--- src/rtl/pcap_frame_decoder.sv ---
// pcap_frame_decoder: parses Ethernet II / IPv4 / TCP / UDP headers from a
// single-byte replay bus, forwards the L4 payload with a one-beat hold so
// pl_last can ride on the final byte, and reports per-frame status.
module pcap_frame_decoder #(
  parameter int unsigned MAX_FRAME = 2048
) (
  input  logic        CLOCK,
  input  logic        RESET,
  input  logic        available,
  input  logic        datavalid,
  input  logic [7:0]  data,
  output logic [47:0] eth_dst,
  output logic [47:0] eth_src,
  output logic [15:0] ethertype,
  output logic [31:0] ip_src,
  output logic [31:0] ip_dst,
  output logic [7:0]  ip_proto,
  output logic [15:0] src_port,
  output logic [15:0] dst_port,
  output logic        is_ipv4,
  output logic        is_tcp,
  output logic        is_udp,
  output logic        hdr_valid,
  output logic        pl_valid,
  output logic [7:0]  pl_data,
  output logic        pl_last,
  output logic        frame_done,
  output logic        frame_error,
  output logic [15:0] frame_len,
  output logic [7:0]  frame_count
);

  typedef enum logic [2:0] {
    ST_IDLE, ST_ETH, ST_IP, ST_L4, ST_PAYLOAD, ST_SKIP, ST_END
  } state_t;

  state_t      state_q, state_d, cur;
  logic [5:0]  idx_q, idx_d, cur_idx;
  logic        prev_avail;
  logic        frame_open, active, take, close;
  logic        hdr_fire, skip_err;
  logic [3:0]  ihl_q;
  logic [5:0]  l4_last_q;
  logic [5:0]  ip_last;
  logic [15:0] byte_cnt;
  logic        hdr_seen, err_q, ovf_q;
  logic        hold_valid;
  logic [7:0]  hold_data;

  // Index of the last IPv4 header byte, options included.
  assign ip_last = {ihl_q, 2'b00} - 6'd1;

  // Next-state decode; the opening cycle is treated as ETH byte 0 so a byte
  // arriving together with the rising edge of available is not lost.
  always_comb begin
    // NOTE: every signal written here gets a default first, so no path can leave one unassigned and infer a latch.
    frame_open = (state_q == ST_IDLE || state_q == ST_END) && available && !prev_avail;
    active     = state_q inside {ST_ETH, ST_IP, ST_L4, ST_PAYLOAD, ST_SKIP};
    cur        = frame_open ? ST_ETH : state_q;
    cur_idx    = frame_open ? 6'd0 : idx_q;
    take       = datavalid && (frame_open || active);
    close      = active && !available;
    hdr_fire   = 1'b0;
    skip_err   = 1'b0;
    state_d    = cur;
    idx_d      = (take && (cur == ST_ETH || cur == ST_IP || cur == ST_L4)) ? cur_idx + 6'd1 : cur_idx;
    case (cur)
      ST_ETH: begin
        if (take && cur_idx == 6'd13) begin
          idx_d = 6'd0;
          if ({ethertype[7:0], data} == 16'h0800) begin
            state_d = ST_IP;
          end else begin
            hdr_fire = 1'b1;
            state_d  = ST_PAYLOAD;
          end
        end
      end
      ST_IP: begin
        if (take) begin
          if (cur_idx == 6'd0) begin
            if (data[7:4] != 4'd4 || data[3:0] < 4'd5) begin
              skip_err = 1'b1;
              state_d  = ST_SKIP;
              idx_d    = 6'd0;
            end
          end else if (cur_idx == ip_last) begin
            idx_d = 6'd0;
            if (is_tcp || is_udp) begin
              state_d = ST_L4;
            end else begin
              hdr_fire = 1'b1;
              state_d  = ST_PAYLOAD;
            end
          end
        end
      end
      ST_L4: begin
        if (take) begin
          if (is_tcp && cur_idx == 6'd12 && data[7:4] < 4'd5) begin
            skip_err = 1'b1;
            state_d  = ST_SKIP;
            idx_d    = 6'd0;
          end else if ((is_udp && cur_idx == 6'd7) ||
                       (is_tcp && cur_idx > 6'd12 && cur_idx == l4_last_q)) begin
            hdr_fire = 1'b1;
            state_d  = ST_PAYLOAD;
            idx_d    = 6'd0;
          end
        end
      end
      ST_END:  state_d = ST_IDLE;
      default: ;
    endcase
    if (close) begin
      state_d = ST_END;
      idx_d   = 6'd0;
    end
  end

  // State register and available edge detector.
  always_ff @(posedge CLOCK) begin
    if (RESET) begin
      state_q    <= ST_IDLE;
      idx_q      <= 6'd0;
      // NOTE: prev_avail resets high so a frame already in flight at reset release is never seen as a rising edge.
      prev_avail <= 1'b1;
    end else begin
      // NOTE: sequential state uses <= so every register samples pre-edge values regardless of statement order.
      state_q    <= state_d;
      idx_q      <= idx_d;
      prev_avail <= available;
    end
  end

  // Header field capture; fields shift in wire order as their bytes are accepted.
  always_ff @(posedge CLOCK) begin
    if (RESET) begin
      eth_dst   <= '0;
      eth_src   <= '0;
      ethertype <= '0;
      ip_src    <= '0;
      ip_dst    <= '0;
      ip_proto  <= '0;
      src_port  <= '0;
      dst_port  <= '0;
      is_ipv4   <= 1'b0;
      is_tcp    <= 1'b0;
      is_udp    <= 1'b0;
      hdr_valid <= 1'b0;
      ihl_q     <= 4'd5;
      l4_last_q <= 6'd19;
    end else begin
      hdr_valid <= hdr_fire;
      if (frame_open) begin
        ip_src   <= '0;
        ip_dst   <= '0;
        ip_proto <= '0;
        src_port <= '0;
        dst_port <= '0;
        is_ipv4  <= 1'b0;
        is_tcp   <= 1'b0;
        is_udp   <= 1'b0;
      end
      if (take) begin
        case (cur)
          ST_ETH: begin
            if (cur_idx < 6'd6)       eth_dst   <= {eth_dst[39:0], data};
            else if (cur_idx < 6'd12) eth_src   <= {eth_src[39:0], data};
            else                      ethertype <= {ethertype[7:0], data};
          end
          ST_IP: begin
            if (cur_idx == 6'd0) begin
              ihl_q   <= data[3:0];
              is_ipv4 <= (data[7:4] == 4'd4) && (data[3:0] >= 4'd5);
            end
            if (cur_idx == 6'd9) begin
              ip_proto <= data;
              is_tcp   <= (data == 8'd6);
              is_udp   <= (data == 8'd17);
            end
            if (cur_idx >= 6'd12 && cur_idx < 6'd16) ip_src <= {ip_src[23:0], data};
            if (cur_idx >= 6'd16 && cur_idx < 6'd20) ip_dst <= {ip_dst[23:0], data};
          end
          ST_L4: begin
            if (cur_idx < 6'd2)      src_port <= {src_port[7:0], data};
            else if (cur_idx < 6'd4) dst_port <= {dst_port[7:0], data};
            if (cur_idx == 6'd12)    l4_last_q <= {data[7:4], 2'b00} - 6'd1;
          end
          default: ;
        endcase
      end
    end
  end

  // Payload stream: each byte is held until the next one (or frame close)
  // so the final byte can carry pl_last without an empty beat.
  always_ff @(posedge CLOCK) begin
    if (RESET) begin
      pl_valid   <= 1'b0;
      pl_data    <= '0;
      pl_last    <= 1'b0;
      hold_valid <= 1'b0;
      hold_data  <= '0;
    end else begin
      pl_valid <= 1'b0;
      pl_last  <= 1'b0;
      if (state_q == ST_END) begin
        if (hold_valid) begin
          pl_valid <= 1'b1;
          pl_data  <= hold_data;
          pl_last  <= 1'b1;
        end
        hold_valid <= 1'b0;
      end else if (cur == ST_PAYLOAD && take) begin
        if (hold_valid) begin
          pl_valid <= 1'b1;
          pl_data  <= hold_data;
        end
        hold_data  <= data;
        hold_valid <= 1'b1;
      end
    end
  end

  // Frame accounting: saturating byte count, error flags and end-of-frame status.
  always_ff @(posedge CLOCK) begin
    if (RESET) begin
      byte_cnt    <= '0;
      hdr_seen    <= 1'b0;
      err_q       <= 1'b0;
      ovf_q       <= 1'b0;
      frame_done  <= 1'b0;
      frame_error <= 1'b0;
      frame_len   <= '0;
      frame_count <= '0;
    end else begin
      frame_done <= 1'b0;
      if (state_q == ST_END) begin
        frame_done  <= 1'b1;
        frame_len   <= byte_cnt;
        frame_error <= err_q || !hdr_seen || ovf_q;
        frame_count <= frame_count + 8'd1;
      end
      if (frame_open) begin
        byte_cnt <= datavalid ? 16'd1 : 16'd0;
        hdr_seen <= 1'b0;
        err_q    <= 1'b0;
        ovf_q    <= 1'b0;
      end else begin
        if (take) begin
          if (byte_cnt == 16'(MAX_FRAME)) ovf_q <= 1'b1;
          else                           byte_cnt <= byte_cnt + 16'd1;
        end
        if (hdr_fire) hdr_seen <= 1'b1;
        if (skip_err) err_q    <= 1'b1;
      end
    end
  end

endmodule
--- config.mk ---
export PLATFORM = sky130hd
export DESIGN_NAME = pcap_frame_decoder
export DESIGN_NICKNAME = d
export VERILOG_FILES = /design/src/rtl/pcap_frame_decoder.sv
export SDC_FILE = /design/constraint.sdc
export NUM_CORES = 1
export LEC_CHECK = 0
export ABC_AREA = 1
export CAP_MARGIN = 20
export CORE_ASPECT_RATIO = 1.4
export CORE_MARGIN = 4
export CORE_UTILIZATION = 43
export CTS_CLUSTER_DIAMETER = 50
export DETAILED_ROUTE_END_ITERATION = 10
export GPL_TIMING_DRIVEN = 0
export PLACE_DENSITY = 0.7
export SLEW_MARGIN = 20
export SYNTH_ARGS = -nofsm -noshare
export SYNTH_HDL_FRONTEND = slang
export SYNTH_SLANG_ARGS = --single-unit
--- constraint.sdc ---
create_clock -name CLOCK -period 3.8 [get_ports CLOCK]
set_input_delay 0.38 -clock CLOCK [delete_from_list [all_inputs] [get_ports CLOCK]]
set_output_delay 0.38 -clock CLOCK [all_outputs]
set_load 0.005 [all_outputs]
==> flow_summary.yaml <==
status:
  status: "finished clean"
critical_path:
  required_ps: 4200
  crit_family: "simple AND/OR/NAND/NOR gates"
  start_kind: "flip-flop"
  critical_path_arrival_ps: 3180
  path_cells: "inv_2, nand3_4, nand2_2, nand2_4, buf_6, nand2_1, inv_1, ha_1, inv_1, nor4_1, nand3_1, clkbuf_1, nand3_1, o31ai_1"
  worst_path_largest_cell_delay_ps: 450
  path_max_fanout: 10
  cp_slowest_cell: "dfxtp_1"
  crit_type: "flip-flop to flip-flop"
  critPathBufInv: 5
  end_kind: "flip-flop"
clocking:
  cts.clk_slew.worst_paths_ps: 70
  cts_hold_buf: 0
  cts_resized: 0
  h-tree-depth: 1
  cts_tree: "yes"
  post-cts-setup-buffers: 0
  numCtsBuffers: 29
  clockBufferDepth: 3
  root_buffer: "clkbuf_16"
  insertion_delay_ps: 550
  cts_sinks: 302
sta:
  fin_tns_setup_ps: 0
  worst-slew-pin-transition_ps: 827
  worst_slack_ps: 1020
  fmax_ghz: 0.360
  skew_ps: 13.8
  finalSetupViolations: 0
  maxSlewViolCount: 0
  holdWs_ps: 377
  min_period_ps: 2780
  min_period_over_period_pct: 73.1
  rsz0062_at_grt: "false"
  relSlewSlack_pct: 44.9
  hold_violations: 0
route:
  via_per_inst: 5.18
  vias: 11300
  drc: 0
  firstDrtPassIters: 5
  routedWlPerCell_um: 17.3
  wl_mm: 37.7
  detail-route-antenna-nets: 0
  drt_iter0_drc: 644
layout:
  layout.nets: 1820
  syn_to_final_growth_pct: 34.3
  final_layout_size_suffix_gt1_share_pct: 5.89
  final_cell_area_um2: 15800
  diodes: 0
floorplanning:
  die-area_um2: 30000
  row_count: 71
  die_w_um: 148
  core-area_um2: 26900
  io_pins: 268
  die_y_um: 203
  initial_core_util_pct: 43.6
synth:
  avgSynthCellArea_um2: 7.81
  synth_seq_cells: 302
  synth_top_cells_by_count: "302 x dfxtp_1, 251 x o21ai_0, 241 x nor2_1"
  async_reset_ff_share_pct: 0
  synth_nets: 1525
  synth_area_leaders: "dfxtp_1 52%, o21ai_0 11%, nor2_1 7.7%, a21oi_1 7.2%, nand2_1 5.1%"
  synth_area_leader_cell: "dfxtp_1"
  synth_area_um2: 11700
  synth_edf_count: 0
  yosysMostFrequentCell: "dfxtp_1"
  synth_ff_type: "dfxtp_1"
  synth_warnings: 0
  yosysTopAreaCellShare_pct: 51.5
  synth.distinct_cells: 45
  synth_cells: 1503
  yosysSeqAreaShare_pct: 51.5
global_routing:
  antenna_found_initial: 0
  grtUsageTotal_pct: 24.1
  grt_first_pass_wirelength_mm: 59.1
  grt_pass1_vias: 11000
  grt.overflow.total: 0
  grt_max_degree: 15
placement:
  dp_slack_ps: 586
  place_area_um2: 14800
  dp_hpwl_mm: 28.2
  io_buffer_count: 264
  place_congestion: 0.921
pwr:
  power_mw: 7.43
  irDropWorstVdd_mv: 0.389
  power_density_nw_per_um2: 472
  p_leak_nw: 5.97
worst_hold_path:
  hp-class: "input port to flip-flop"
run:
  maxCapViolations: 0
## layout make-up
cell class                      instances  area (µm²)
Buffer                                 92         440
Tap cell                              365         457
Multi-Input combinational cell       1001        4840
Clock inverter                          9        77.6
Clock buffer                           42         845
Timing Repair Buffer                  264        2640
Sequential cell                       302        6050
Inverter                              108         408
Fill cell                            2485       11200
## worst register-to-register path: stages, from the launching register on
cell and delay (ps):
dfxtp_1 450, inv_2 110, nand3_4 120, nand2_2 80, nand2_4 100, buf_6 170
nand2_1 120, inv_1 120, ha_1 150, inv_1 60, nor4_1 240, nand3_1 300
clkbuf_1 380, nand3_1 160, o31ai_1 80
## cell usage in the layout, fill, tap and decap left out, types with 29 or more instances in the layout
master | netlist | layout
o21ai_0 | 251 | 251
clkdlybuf4s50_1 | 0 | 264
nor2_1 | 241 | 241
inv_1 | 96 | 96
nand2_1 | 160 | 160
nand3_1 | 57 | 57
clkbuf_1 | 70 | 76
dfxtp_1 | 302 | 302
clkbuf_16 | 0 | 29
a21oi_1 | 169 | 169
## sequential cells by signal (all words and copies together) (netlist names), 8 cells and up
name,count
byte_cnt,16
dst_port,16
eth_dst,48
eth_src,48
ethertype,16
frame_count,8
frame_len,16
hold_data,8
ip_dst,32
ip_proto,8
ip_src,32
pl_data,8
src_port,16
## cells by family after synthesis
logic type / synth area share [%]
AOI/OAI and AO/OA: 20.1
buffers and inverters: 7.23
DFF: 51.5
xor gates and xnor gates: 0.522
and+or+nand+nor: 19.5
adders and majority gates: 1.07
## path summary, 6_finish.rpt
check	from	slack, ps	to	depth (start not counted)
worst min-delay path	data[2]	380	dst_port[2]	3
worst min register to register	hold_data[2]	450	pl_data[2]	2
worst max-delay path	state_q[0]	1020	ip_proto[0]	14
worst max register to register	state_q[0]	1020	ip_proto[0]	14
## report_power, final
part / leakage, nW / internal, mW / total, mW / switching (mW)
Sequential: 2.44 / 3.33 / 3.44 / 0.116
Clock: 0.461 / 1.60 / 2.82 / 1.21
Combinational: 3.08 / 0.448 / 1.17 / 0.724
Total: 5.97 / 5.38 / 7.43 / 2.05
## through the flow
step	utilization (%)	std cells
3_3_place_gp	55.1	2132
3_5_place_dp	55.1	2132
5_1_grt	58.6	2183
2_1_floorplan	-	1503
6_report	58.6	2183
4_1_cts	58.6	2183
## routing by layer
metal  global-route usage (%)  part of all wire, %
met1                     29.5                   40
met2                     42.6                   49
met3                     3.67                  6.8
met4                     9.39                  4.2
met5                        0                    0
Power figures use the tool's default switching activity.
==> edit 1 (same flow settings) <==
Register the inputs `available` and `datavalid` before use, cleared by the reset. The logic sees them one clock later. The other inputs are not delayed to match.
--- a/src/rtl/pcap_frame_decoder.sv
+++ b/src/rtl/pcap_frame_decoder.sv
@@ -34,6 +34,19 @@
     ST_IDLE, ST_ETH, ST_IP, ST_L4, ST_PAYLOAD, ST_SKIP, ST_END
   } state_t;
 
+  logic available_q;
+  logic datavalid_q;
+
+  always_ff @(posedge CLOCK) begin
+    if (RESET) begin
+      available_q <= '0;
+      datavalid_q <= '0;
+    end else begin
+      available_q <= available;
+      datavalid_q <= datavalid;
+    end
+  end
+
   state_t      state_q, state_d, cur;
   logic [5:0]  idx_q, idx_d, cur_idx;
   logic        prev_avail;
@@ -54,12 +67,12 @@
   // arriving together with the rising edge of available is not lost.
   always_comb begin
     // NOTE: every signal written here gets a default first, so no path can leave one unassigned and infer a latch.
-    frame_open = (state_q == ST_IDLE || state_q == ST_END) && available && !prev_avail;
+    frame_open = (state_q == ST_IDLE || state_q == ST_END) && available_q && !prev_avail;
     active     = state_q inside {ST_ETH, ST_IP, ST_L4, ST_PAYLOAD, ST_SKIP};
     cur        = frame_open ? ST_ETH : state_q;
     cur_idx    = frame_open ? 6'd0 : idx_q;
-    take       = datavalid && (frame_open || active);
-    close      = active && !available;
+    take       = datavalid_q && (frame_open || active);
+    close      = active && !available_q;
     hdr_fire   = 1'b0;
     skip_err   = 1'b0;
     state_d    = cur;
@@ -129,7 +142,7 @@
       // NOTE: sequential state uses <= so every register samples pre-edge values regardless of statement order.
       state_q    <= state_d;
       idx_q      <= idx_d;
-      prev_avail <= available;
+      prev_avail <= available_q;
     end
   end
 
@@ -243,7 +256,7 @@
         frame_count <= frame_count + 8'd1;
       end
       if (frame_open) begin
-        byte_cnt <= datavalid ? 16'd1 : 16'd0;
+        byte_cnt <= datavalid_q ? 16'd1 : 16'd0;
         hdr_seen <= 1'b0;
         err_q    <= 1'b0;
         ovf_q    <= 1'b0;
Behaviour: not the same (Yosys sat finds a counterexample within 4 cycles, from zero or initial values and one cycle with RESET high).
==> edit 1 against the unedited design <==
Cell count rose by 1.7%. Total power decreased by 0.77%. Sequential power is 2% lower. Sequential cell count is 2 higher. Area after synthesis up 2.0%. Final area rose by 2.4%. Worst setup slack lost 0.22 ns. Die area up 1.9%. Wire length grew 3.6%.
==> edit 1: results (changes against the unedited design) <==
[place]
dpl.cell_count = 2165  ; +1.5%
io_buffers = 267  ; +1.1%
dpl.hpwl_um = 29300  ; +4.0%

[global_routing]
met3_usage_pct = 4.56  ; +0.89 points
grtUsageMet2_pct = 44.6  ; +2.0 points
grt_max_degree = 16  ; +1
grtUsageTotal_pct = 24.5  ; +0.40 points
grt_pass1_wl_um = 60400  ; +2.3%

[finish]
layout-drive-gt1-share_pct = 7.68  ; +1.8 points
nNetsFinal = 1849  ; +1.6%
multi_input_area_share_pct = 31.2  ; +0.51 points
seq-cell-share_pct = 37.7  ; -0.64 points
fillerInstances = 2590  ; +4.2%
inverters = 105  ; -2.8%
multi_input_gates = 1026  ; +2.5%

[setup_path]
r2r_setup_slack_ns = 0.80  ; -0.22 ns
max_stage_delay_ns = 0.42  ; -0.03 ns

[detailed_routing]
routed-wl-met3_um = 2570  ; -0.62%
routed-wl-met2_um = 19800  ; +6.4%
drt_iter0_drc = 814  ; +26%
vias = 11600  ; +2.8%
vias_per_cell = 5.24  ; +1.1%

[status]
status = finished clean

[synthesis]
synthTopCellsByArea = dfxtp_1, o21ai_0, a21oi_1
synthDistinctLibCells = 40  ; -11%

[hold_path]
hold_start = datavalid

[power_and_ir_drop]
pwr-share-clk_pct = 41.8  ; +3.9 points

[edit 1: changes by cell type in the layout (fill, tap and decap cells not counted), moves of 13 or more]
cell / unedited run / this run
clkbuf_1: 76 / 62
o21ai_0: 251 / 227
nor2_1: 241 / 224
nor3_1: 15 / 34
a21oi_1: 169 / 184
nor4_1: 9 / 22
[edit 1: cell families after synthesis]
logic type / synth area share, %
and+or+nand+nor: 20.6
AOI/OAI and AO/OA: 19.5
DFF: 50.9
buffers and inverters: 7.02
xor gates and xnor gates: 0.951
adders and majority gates: 1.05
[edit 1: metrics by stage]
stage	area [um2]	setup WS (ns)	hold WS [ns]	utilization, %	power, W
after floorplan	12000	1.48	0.417	-	0.00399
after detailed placement	15100	0.697	0.446	54.8	0.00435
after global placement	15100	0.724	0.440	54.8	0.00434
after global routing	16100	0.462	0.365	58.5	0.00766
after CTS	16100	0.827	0.351	58.5	0.00742
final	16100	0.803	0.361	58.5	0.00737
==> edit 2 (same flow settings) <==
Made on the original files. `MAX_FRAME`: 2048 -> 1024.
--- a/src/rtl/pcap_frame_decoder.sv
+++ b/src/rtl/pcap_frame_decoder.sv
@@ -2,7 +2,7 @@
 // single-byte replay bus, forwards the L4 payload with a one-beat hold so
 // pl_last can ride on the final byte, and reports per-frame status.
 module pcap_frame_decoder #(
-  parameter int unsigned MAX_FRAME = 2048
+  parameter int unsigned MAX_FRAME = 1024
 ) (
   input  logic        CLOCK,
   input  logic        RESET,
Behaviour: no difference found for any inputs over 4 cycles, from zero or initial values and one cycle with RESET high; that may be too few to reach the edited logic, so the function may still have changed.
==> edit 2 against the unedited design <==
Area after synthesis is essentially flat. Final area grew 0.48%. Sequential cell count is the same. Non-clock buffer count is the same. Clock skew shrank 0.0025 ns. Total power grew 1.9%. First-iteration DRC count grew 3.6%. Wire length shrank 2.0%. Worst hold slack lost 0.038 ns. Worst setup slack gained 0.036 ns. Global-route usage shrank 0.32 points. Highest routed layer unchanged.
==> edit 2: results (changes against the unedited design) <==
[place]
dpl.cell_count = 2133  ; +0.047%
io_buffers = 264  ; unchanged
dpl.hpwl_um = 27600  ; -1.9%
gp_congestion = 0.923  ; +0.20%

[setup_path]
path_delay_family = buffers and inverters
cp.arrival_ns = 3.18  ; about the same
critPathSlowestCell = clkdlybuf4s50_1
cp_max_fo = 8  ; -2
max_stage_delay_ns = 0.63  ; +0.18 ns

[status]
status = finished clean

[power_and_ir_drop]
internal_power_w = 0.00548  ; +1.9%
pwr-share-clk_pct = 39.2  ; +1.3 points
power_density_mw_per_mm2 = 478  ; +1.4%
leakagePower_nw = 6.00  ; +0.42%
max-vdd-ir-drop_mv = 0.435  ; +12%
pg_seq_w = 0.00344  ; about the same

[synthesis]
ys_seq_elements = 302  ; unchanged
synth_common_cells = dfxtp_1, o21ai_0, nor2_1
synthAdderAreaFrac_pct = 1.07  ; about the same
synth_compound_area_share_pct = 20.1  ; -0.047 points
synth_nets = 1526  ; +0.066%
async_flop_share_pct = 0  ; unchanged
synth-seq-area-share_pct = 51.5  ; about the same
synth_xor_area_share_pct = 0.522  ; about the same
synthTopCellsByArea = dfxtp_1, o21ai_0, nor2_1
netlist_instances = 1504  ; +0.067%
synthDistinctLibCells = 47  ; +4.4%

[global_routing]
grt_max_degree = 15  ; unchanged
grt_pass1_vias = 10700  ; -2.3%
grtUsageTotal_pct = 23.8  ; -0.32 points
antenna_found_initial = 0  ; unchanged
grt_pass1_wl_um = 58100  ; -1.6%

[detailed_routing]
vias_per_cell = 5.12  ; -1.2%
drt_iter0_drc = 667  ; +3.6%
top_layer = met4
wl_per_cell_um = 16.9  ; -2.2%
routed-wl-met2_um = 18900  ; +1.7%
routed-wl-met3_um = 2240  ; -13%
drt-met1-wl_um = 14700  ; -1.8%

[finish]
top_regs = eth_dst (48), eth_src (48)
nNetsFinal = 1823  ; +0.16%
seq-cell-share_pct = 38.2  ; -0.18 points
inverters = 106  ; -1.9%
instances_no_fill = 2188  ; +0.23%
clkbuf_count = 41  ; -2.4%
signal_buffers = 356  ; unchanged
multi_input_gates = 1004  ; +0.30%
clock_tree_area_fraction_pct = 6.28  ; +0.43 points
fillerInstances = 2484  ; -0.040%
layout-drive-gt1-share_pct = 6.47  ; +0.59 points
final-nonclk-buf-share_pct = 19.3  ; -0.26 points
multi_input_area_share_pct = 30.8  ; +0.075 points

[clock_network]
insertion_delay_ns = 0.55  ; about the same
path_clk_slew_ns = 0.06
cts_resized = 0  ; unchanged
cts_buffers = 31  ; +6.9%

[timing]
slew_headroom_pct = 49.8  ; +5.0 points
clock_skew_ns = 0.0113  ; -0.00252 ns

[hold_path]
worstHoldPathType = in -> reg

edit 2: path summary, 6_finish.rpt:
path / startpoint / cells past startpoint / slack [ns] / to
min: data[2] / 3 / 0.34 / ip_proto[2]$_SDFF_PP0_
max reg2reg: state_q[2]$_SDFF_PP0_ / 17 / 1.09 / hdr_valid$_SDFF_PP0_
max: data[5] / 12 / 1.06 / hdr_seen$_SDFFE_PP0P_
min reg2reg: byte_cnt[14]$_SDFFE_PP0P_ / 1 / 0.46 / byte_cnt[14]$_SDFFE_PP0P_
edit 2: per-layer routing:
layer | vias to the layer above | track usage (%)
met3 | 69 | 4.36
met4 | 0 | 7.43
met2 | 309 | 43.5
met1 | 5213 | 28.2
li1 | 5617 | -
met5 | - | 0
edit 2: metrics by stage:
stage               hold slack, ns  setup WS [ns]  area, um2
finish                       0.338           1.06      15800
global route                 0.327          0.840      15800
CTS                          0.292           1.12      15800
detailed placement           0.451          0.635      14800
global placement             0.438          0.576      14800
floorplan                    0.423           1.60      11700
